<file path="config.mk">
export PLATFORM = sky130hd
export DESIGN_NAME = tdc_timestamp_packer
export DESIGN_NICKNAME = d
export VERILOG_FILES = /design/src/rtl/tdc_timestamp_packer.sv
export SDC_FILE = /design/constraint.sdc
export NUM_CORES = 1
export LEC_CHECK = 0
export BUFFER_PORTS_ARGS = -buffer_cell sky130_fd_sc_hd__buf_2
export CAP_MARGIN = 20
export CORE_AREA = 2 2 120 122
export CTS_BUF_LIST = sky130_fd_sc_hd__clkbuf_8
export CTS_CLUSTER_SIZE = 16
export DETAILED_ROUTE_END_ITERATION = 7
export DIE_AREA = 0 0 122 124
export PLACE_DENSITY = 0.95
export REMOVE_ABC_BUFFERS = 1
export SKIP_CTS_REPAIR_TIMING = 1
export SYNTH_ARGS = -nofsm -noshare
export SYNTH_HDL_FRONTEND = slang
export SYNTH_SLANG_ARGS = --single-unit
</file>
<file path="constraint.sdc">
create_clock -name clk -period 4.75 [get_ports clk]
set_clock_uncertainty 0.1 [all_clocks]
set_input_delay 0.475 -clock clk [delete_from_list [all_inputs] [get_ports clk]]
set_output_delay 0.475 -clock clk [all_outputs]
set_load 0.01 [all_outputs]
</file>
<file path="src/rtl/tdc_timestamp_packer.sv">
// -----------------------------------------------------------------------------
// tdc_timestamp_packer
//
// Purpose:
//   Tags each fine code from the thermometer encoder with a free-running coarse
//   cycle counter. Buffers the {coarse, fine} words in a small FIFO. Presents
//   them to readout on a registered first-word-fall-through valid/ready port.
//   Hits that cannot be stored are counted as lost.
//
// Ports:
//   clk          single system clock, rising edge
//   rst          synchronous reset, active-high, highest priority
//   en           acquisition enable; runs the coarse counter and accepts hits
//   hit_valid    one-cycle hit strobe, qualifies fine_code
//   fine_code    binary fine time from the encoder
//   ts_data      oldest stored timestamp {coarse, fine}
//   ts_valid     ts_data holds a valid entry
//   ts_ready     consumer accepts ts_data when ts_valid && ts_ready
//   fifo_count   number of stored entries
//   overflow     sticky flag: at least one hit was dropped
//   lost_count   dropped-hit count, saturating at 255
//   clr_overflow one-cycle pulse that clears overflow and lost_count
// -----------------------------------------------------------------------------
module tdc_timestamp_packer #(
    parameter int COARSE_WIDTH = 16,
    parameter int FINE_WIDTH   = 5,
    parameter int FIFO_DEPTH   = 8
) (
    input  logic                               clk,
    input  logic                               rst,
    input  logic                               en,
    input  logic                               hit_valid,
    input  logic [FINE_WIDTH-1:0]              fine_code,
    output logic [COARSE_WIDTH+FINE_WIDTH-1:0] ts_data,
    output logic                               ts_valid,
    input  logic                               ts_ready,
    output logic [$clog2(FIFO_DEPTH):0]        fifo_count,
    output logic                               overflow,
    output logic [7:0]                         lost_count,
    input  logic                               clr_overflow
);

    localparam int TS_W  = COARSE_WIDTH + FINE_WIDTH;
    localparam int PTR_W = $clog2(FIFO_DEPTH);
    localparam int CNT_W = PTR_W + 1;
    localparam logic [CNT_W-1:0] DEPTH_C = CNT_W'(FIFO_DEPTH);

    // State
    logic [COARSE_WIDTH-1:0] coarse_q, coarse_d;
    logic [PTR_W-1:0]        wr_ptr_q, wr_ptr_d;
    logic [PTR_W-1:0]        rd_ptr_q, rd_ptr_d;
    logic [CNT_W-1:0]        count_q,  count_d;
    logic [TS_W-1:0]         ts_data_q, ts_data_d;
    logic                    ts_valid_q, ts_valid_d;
    logic                    overflow_q, overflow_d;
    logic [7:0]              lost_q, lost_d;
    logic [TS_W-1:0]         mem_q [FIFO_DEPTH];

    // Per-edge events
    logic            push_req;
    logic            push;
    logic            pop;
    logic            drop;
    logic            full;
    logic [TS_W-1:0] hit_word;

    // NOTE: every signal assigned in always_comb gets a default at the top of
    // the block, so no path leaves it unassigned and no latch is inferred.
    always_comb begin
        coarse_d   = coarse_q;
        wr_ptr_d   = wr_ptr_q;
        rd_ptr_d   = rd_ptr_q;
        count_d    = count_q;
        ts_data_d  = ts_data_q;
        ts_valid_d = ts_valid_q;
        overflow_d = overflow_q;
        lost_d     = lost_q;

        // Counter is parked at 0 while disabled, so every enable restarts at 0.
        coarse_d = en ? coarse_q + COARSE_WIDTH'(1) : '0;

        // Captured coarse value is the pre-increment one.
        hit_word = {coarse_q, fine_code};
        push_req = en & hit_valid;
        pop      = ts_valid_q & ts_ready;
        full     = (count_q == DEPTH_C);
        // A full FIFO still takes the hit if a slot frees on the same edge.
        push     = push_req & (~full | pop);
        drop     = push_req & ~push;

        if (push) wr_ptr_d = wr_ptr_q + PTR_W'(1);
        if (pop)  rd_ptr_d = rd_ptr_q + PTR_W'(1);

        unique case ({push, pop})
            2'b10:   count_d = count_q + CNT_W'(1);
            2'b01:   count_d = count_q - CNT_W'(1);
            default: count_d = count_q;
        endcase

        // Registered FWFT head. After the edge the head sits at rd_ptr_d.
        // The word being written this edge is the head only when it lands
        // on rd_ptr_d, i.e. it becomes the sole entry. It is not in the
        // array yet, so it is bypassed. With nothing stored, the head holds.
        ts_valid_d = (count_d != '0);
        if (count_d != '0) begin
            if (push && (wr_ptr_q == rd_ptr_d)) ts_data_d = hit_word;
            else                                ts_data_d = mem_q[rd_ptr_d];
        end

        // A drop on the same edge as a clear wins: the flag stays set and
        // the count restarts at 1.
        if (drop) begin
            overflow_d = 1'b1;
            if (clr_overflow)        lost_d = 8'd1;
            else if (lost_q != 8'hFF) lost_d = lost_q + 8'd1;
        end else if (clr_overflow) begin
            overflow_d = 1'b0;
            lost_d     = 8'd0;
        end
    end

    // NOTE: sequential state uses non-blocking assignments only, so every flop
    // samples the values from before the edge regardless of block order.
    always_ff @(posedge clk) begin
        if (rst) begin
            coarse_q   <= '0;
            wr_ptr_q   <= '0;
            rd_ptr_q   <= '0;
            count_q    <= '0;
            ts_data_q  <= '0;
            ts_valid_q <= 1'b0;
            overflow_q <= 1'b0;
            lost_q     <= 8'd0;
        end else begin
            coarse_q   <= coarse_d;
            wr_ptr_q   <= wr_ptr_d;
            rd_ptr_q   <= rd_ptr_d;
            count_q    <= count_d;
            ts_data_q  <= ts_data_d;
            ts_valid_q <= ts_valid_d;
            overflow_q <= overflow_d;
            lost_q     <= lost_d;
        end
    end

    // NOTE: the storage array has no reset. Emptiness is tracked by count_q,
    // so stale contents are never presented, and the array maps onto plain
    // RAM/register cells without a reset tree.
    always_ff @(posedge clk) begin
        if (push && !rst) mem_q[wr_ptr_q] <= hit_word;
    end

    assign ts_data    = ts_data_q;
    assign ts_valid   = ts_valid_q;
    assign fifo_count = count_q;
    assign overflow   = overflow_q;
    assign lost_count = lost_q;

endmodule

</file>
==> flow_summary.yaml, run 1 <==
timing:
  tightest_slew_ns: 1.046
  hold_viol_final: 0
  fin_crit_ns: 3.353
  fmax_mhz: 298.2
  tns_ns: 0
  rsz0062_at_grt: "false"
  finalCritPeriodShare_pct: 70.59
  setup_viol: 0
  slew-limit-headroom_pct: 30.08
  maxSlewViolCount: 0
  holdWs_ns: 0.06521
floorplan:
  initial_utilization_pct: 67.37
  pin_count: 46
  die_area_mm2: 0.01513
  rows: 43
  die_x_um: 122
  die_h_um: 124
  core_area_mm2: 0.01372
cells_and_area:
  final_cells: 1050
  synthToLayoutAreaGrowth_pct: 11.93
  drive_gt1_share_pct: 15.86
  antennaDiodeCount: 0
  fin_area_mm2: 0.01034
  layout.nets: 858
synthesis:
  synth_top_area_share_pct: 54.58
  synthArstFlopShare_pct: 0
  synth_area_leaders: "edfxtp_1 55%, dfxtp_1 12%, nand2_1 8.1%"
  synth-edff-count: 168
  synth_seq_area_share_pct: 66.93
  yosys_warnings: 0
  synth.avg_cell_area_um2: 11.67
  syn-instance-count: 792
  ys_ff_latch: 225
  synth_commonest_cells: "200 x nand2_1, 168 x edfxtp_1, 92 x nand3_1, 57 x dfxtp_1, 43 x nor2_1"
  yosysMostFrequentCell: "nand2_1"
  yosys.area.top_type: "edfxtp_1"
  synthDistinctLibCells: 47
  ys.flop_type: "edfxtp_1"
  syn-cell-area_mm2: 0.009243
setup_path:
  slowest_delay_ns: 0.60
  crit_type: "register to register"
  critPathCaptureType: "register"
  reg2reg_slack_ns: 1.40
  rr_startpoint: "ts_valid"
  crit_path_cell_trace: "nand2_1, nor2_1, xor2_1, ha_1, nor2b_1, o21ai_1, a22oi_4, a211o_2, o221ai_1"
  crit_arrival_ns: 3.62
  rr_worst_depth: 9
  worst-path-max-fanout: 23
  startpoint_type: "register"
  r2r_end: "ts_data[8]"
  crit_slowest_cell: "a22oi_4"
  critPathRequiredTime_ns: 5.02
worst_hold_path:
  hold_path.class: "primary input to register"
  hold_start: "clr_overflow"
  hold_path_depth: 2
  hold_end: "lost_count[0]"
detailed_routing:
  dr.pass1.iters: 6
  drc: 0
  drt-total-wl_mm: 21.98
  routed-via-count: 6748
  wl_per_cell_um: 20.93
  drt_iter0_markers: 968
  viasPerCell: 6.427
  ant_nets: 0
place:
  place_hpwl_mm: 12.40
  gp_congestion: 0.8477
  place_area_mm2: 0.009657
  dp_cells: 983
  place.port_buffers: 45
grt:
  grt_use_met3_pct: 6.410
  busiest_layer: "met2"
  use_met1_pct: 40.40
  met2_usage_pct: 47.28
  grt.overflow.total: 0
  grt_pass1_vias: 6464
  antenna_found_initial: 0
  grt_max_degree: 82
  grt_util_all_layers_pct: 30.05
  grt_pass1_wl_mm: 34.18
cts:
  cts.sinks: 225
  clk_pin_slew_worst_paths_ns: 0.06
  htree_levels: 2
  clk_path_buf_depth: 3
  clock_latency_ns: 0.52
  cts_buffers: 36
  root_buffer: "clkbuf_8"
  cts_tree: "done"
power_and_ir_drop:
  ir_drop_v: 0.0002502
  total_leakage_power_nw: 3.720
  power_mw: 4.987
  p_per_area_mw_per_mm2: 482.1
outcome:
  run_status: "finished clean"
run:
  cap_violations: 0
## through the flow
step	util (%)	worst slack, ns
final	75.40	1.397
after CTS	75.29	1.472
after floorplan	-	0.2547
after detailed placement	70.39	1.321
after global routing	75.40	1.216
after global placement	70.39	1.480
## metal layers
layer	vias to the layer above	part of all wire, %
li1	2979	-
met1	3216	36
met2	474	48
met3	79	12
met4	0	3.9
met5	-	0
## flip-flops by register name (all words and copies together) (netlist names)
signal      cells
ts_data        21
lost_count      8
ts_valid        1
wr_ptr_q        3
mem_q         168
fifo_count      4
rd_ptr_q        3
overflow        1
coarse_q       16
## worst max path at each step
stage	from	depth (start not counted)	endpoint	slack, ns
floorplan	ts_ready	6	ts_data[0]	0.25
global placement	ts_ready	10	ts_data[16]	1.48
detailed placement	ts_ready	10	ts_data[16]	1.32
CTS	ts_valid	9	ts_data[8]	1.47
global route	ts_valid	9	ts_data[8]	1.22
finish	ts_valid	9	ts_data[8]	1.40
## report_power, final
part | internal, mW | switching (mW) | leakage (nW)
Combinational | 0.370 | 0.766 | 1.38
Sequential | 2.21 | 0.106 | 1.94
Clock | 0.792 | 0.748 | 0.397
Total | 3.37 | 1.62 | 3.72
## worst max-delay path, delay by kind of cell (launching register included)
kind                     cells  cell delay (ns)
AO/OA/AOI/OAI                4             1.54
AND/OR/NAND/NOR              3             0.72
flip-flops                   1             0.34
adder cells (fa/ha/maj)      1             0.27
XOR/XNOR                     1             0.21
## kinds of logic after synthesis
group | synth area share [%]
adder cells (fa/ha/maj) | 0.6769
flip-flops | 66.93
AND/OR/NAND/NOR | 21.21
buffers and inverters | 2.328
multiplexers | 1.002
XOR/XNOR | 2.653
AO/OA/AOI/OAI | 5.198
## cells in the final DEF, fill, tap and decap left out, types with 12 or more instances in the layout
cell and instances:
nor2_1 37, nand4_1 22, clkbuf_8 41, edfxtp_1 168, nand3_1 92, o221ai_1 12
buf_2 45, nand4b_1 21, inv_1 19, nand2_1 200, buf_4 13, xor2_1 18
dfxtp_1 57
## final cells by class
type | count | area (um^2)
flip-flops and latches | 225 | 6186
fillers | 817 | 3374
multi-input cells | 516 | 2908
clock buffers | 41 | 564.3
repair buffers | 59 | 337.8
well taps | 180 | 225.2
clock inverters | 25 | 108.9
inverters | 4 | 15.01
Note: power is estimated with default switching activity, not from simulation.
==> run 2: changes to the inputs <==
--- a/config.mk
+++ b/config.mk
@@ -7,12 +7,12 @@
 export LEC_CHECK = 0
 export BUFFER_PORTS_ARGS = -buffer_cell sky130_fd_sc_hd__buf_2
 export CAP_MARGIN = 20
-export CORE_AREA = 2 2 120 122
+export CORE_AREA = 2 2 125 127
 export CTS_BUF_LIST = sky130_fd_sc_hd__clkbuf_8
 export CTS_CLUSTER_SIZE = 16
 export DETAILED_ROUTE_END_ITERATION = 7
-export DIE_AREA = 0 0 122 124
-export PLACE_DENSITY = 0.95
+export DIE_AREA = 0 0 127 129
+export PLACE_DENSITY = 0.89
 export REMOVE_ABC_BUFFERS = 1
 export SKIP_CTS_REPAIR_TIMING = 1
 export SYNTH_ARGS = -nofsm -noshare
==> constraint.sdc (replaced) <==
create_clock -name clk -period 3.1 [get_ports clk]
set_clock_uncertainty 0.1 [all_clocks]
set_input_delay 0.31 -clock clk [delete_from_list [all_inputs] [get_ports clk]]
set_output_delay 0.31 -clock clk [all_outputs]
set_load 0.01 [all_outputs]
==> run 2 against run 1 <==
Sequential share of layout area is 1.7 points lower. Via count about the same. Cell area increased by 3.0%. Register-to-register slack worse by 1.2 ns. Clock power grew 59%. Highest routed layer unchanged.
==> flow_summary.yaml, run 2 (synthesis results as in run 1) <==
outcome:
  run_status: "finished clean"
cts:
  clock_latency_ns: 0.53
  cts_buffers: 36
  clk_pin_slew_worst_paths_ns: 0.06
  htree_levels: 2
  clk_path_buf_depth: 3
  cts.sinks: 225
  cts_tree: "done"
  root_buffer: "clkbuf_8"
setup_path:
  slowest_delay_ns: 0.60
  crit_arrival_ns: 3.20
  worst-path-max-fanout: 21
  critPathCaptureType: "register"
  reg2reg_slack_ns: 0.18
  rr_startpoint: "fifo_count[1]"
  rr_worst_depth: 6
  startpoint_type: "register"
  crit_type: "register to register"
  critPathRequiredTime_ns: 3.38
  r2r_end: "ts_data[16]"
  crit_slowest_cell: "or4b_1"
  crit_path_cell_trace: "or4b_1, and3_4, or4_4, a22oi_4, a211o_2, o221ai_1"
cells_and_area:
  top_register: "mem_q"
  antennaDiodeCount: 0
  layout.nets: 884
  synthToLayoutAreaGrowth_pct: 15.27
  final_common_cell: "nand2_1"
  layout_common_cells: "200 x nand2_1, 168 x edfxtp_1, 92 x nand3_1"
  drive_gt1_share_pct: 17.75
  utilization_pct: 71.14
  fillCellCount: 918
  largest_reg_flops: 168
  fin_area_mm2: 0.01065
run:
  cap_violations: 0
power_and_ir_drop:
  total_leakage_power_nw: 3.887
  p_per_area_mw_per_mm2: 735.4
  ir_drop_v: 0.0004442
  power_mw: 7.835
place:
  place_hpwl_mm: 13.05
  place_area_mm2: 0.009874
  post-place-ws_ns: 0.2362
  gp_congestion: 0.8515
  place.port_buffers: 45
timing:
  finalCritPeriodShare_pct: 94.07
  slew-limit-headroom_pct: 46.51
  setup_ws_ns: 0.1837
  holdWs_ns: 0.1457
  fin_crit_ns: 2.916
  rsz0062_at_grt: "false"
  maxSlewViolCount: 0
  fmax_mhz: 342.9
  hold_viol_final: 0
  tightest_slew_ns: 0.8023
  setup_viol: 0
grt:
  grt_pass1_vias: 6579
  grt_max_degree: 54
  grt_pass1_wl_mm: 33.75
  grt.overflow.total: 0
  grt_util_all_layers_pct: 26.80
  antenna_found_initial: 0
floorplan:
  initial_utilization_pct: 61.71
  die_x_um: 127
  pin_count: 46
  die_area_mm2: 0.01638
  die_h_um: 129
  core_area_mm2: 0.01498
  rows: 45
detailed_routing:
  wl_per_cell_um: 19.94
  dr.pass1.iters: 6
  viasPerCell: 6.230
  ant_nets: 0
  drt-total-wl_mm: 21.61
  drt_iter0_markers: 689
  drc: 0
  routed-via-count: 6753
worst_hold_path:
  hold_start: "hit_valid"
  hold_path.class: "primary input to register"
  hold_path_depth: 4
  hold_end: "overflow"
[run 2: cell count changes in the layout (fill, tap and decap cells not counted), sizes merged]
cell         before  now
buf              59   78
dlygate4sd3       0    7
clkinv            6   10
clkinvlp          3    0
inv              20   17
bufinv            0    1
clkbuf           41   42
[run 2: worst max-delay path by stage]
stage	from	to	slack (ns)
floorplan	rd_ptr_q[0]	ts_data[0]	-1.34
global placement	en	ts_data[16]	0.36
detailed placement	fifo_count[1]	ts_data[16]	0.24
CTS	fifo_count[1]	ts_data[16]	0.22
global route	fifo_count[1]	ts_data[16]	0.1
finish	fifo_count[1]	ts_data[16]	0.18
[run 2: report_power, final]
| group | leakage (nW) | switching [mW] | total (mW) | internal (mW) |
|---|---|---|---|---|
| Clock | 0.412 | 1.12 | 2.45 | 1.33 |
| Sequential | 1.95 | 0.154 | 3.53 | 3.38 |
| Combinational | 1.52 | 1.20 | 1.85 | 0.654 |
[run 2: per-layer routing]
| metal | GRT usage [%] | share of wire [%] |
|---|---|---|
| met5 | 0 | 0 |
| met4 | 12.41 | 2.9 |
| met3 | 4.740 | 9.6 |
| met2 | 44.78 | 49 |
| met1 | 34.65 | 38 |
[run 2: final cells by class]
class                   instances  area (um^2)  area share (%)
well taps                     188        235.2           2.208
flip-flops and latches        225         6186           58.06
clock buffers                  42        578.1           5.426
multi-input cells             516         2908           27.29
clock inverters                24        131.4           1.233
inverters                       4        15.01          0.1409
repair buffers                 85        600.6           5.637
[run 2: worst max-delay path: cells and delay by family (launching register included)]
kind | cells | cell delay (ns)
flip-flops | 1 | 0.39
AO/OA/AOI/OAI | 3 | 1.03
AND/OR/NAND/NOR | 3 | 1.26
[run 2: through the flow]
step | TNS, ns | cells
finish | 0 | 1084
global route | 0 | 1084
CTS | 0 | 1077
detailed placement | 0 | 1011
global placement | 0 | 1010
floorplan | -34.96 | 745
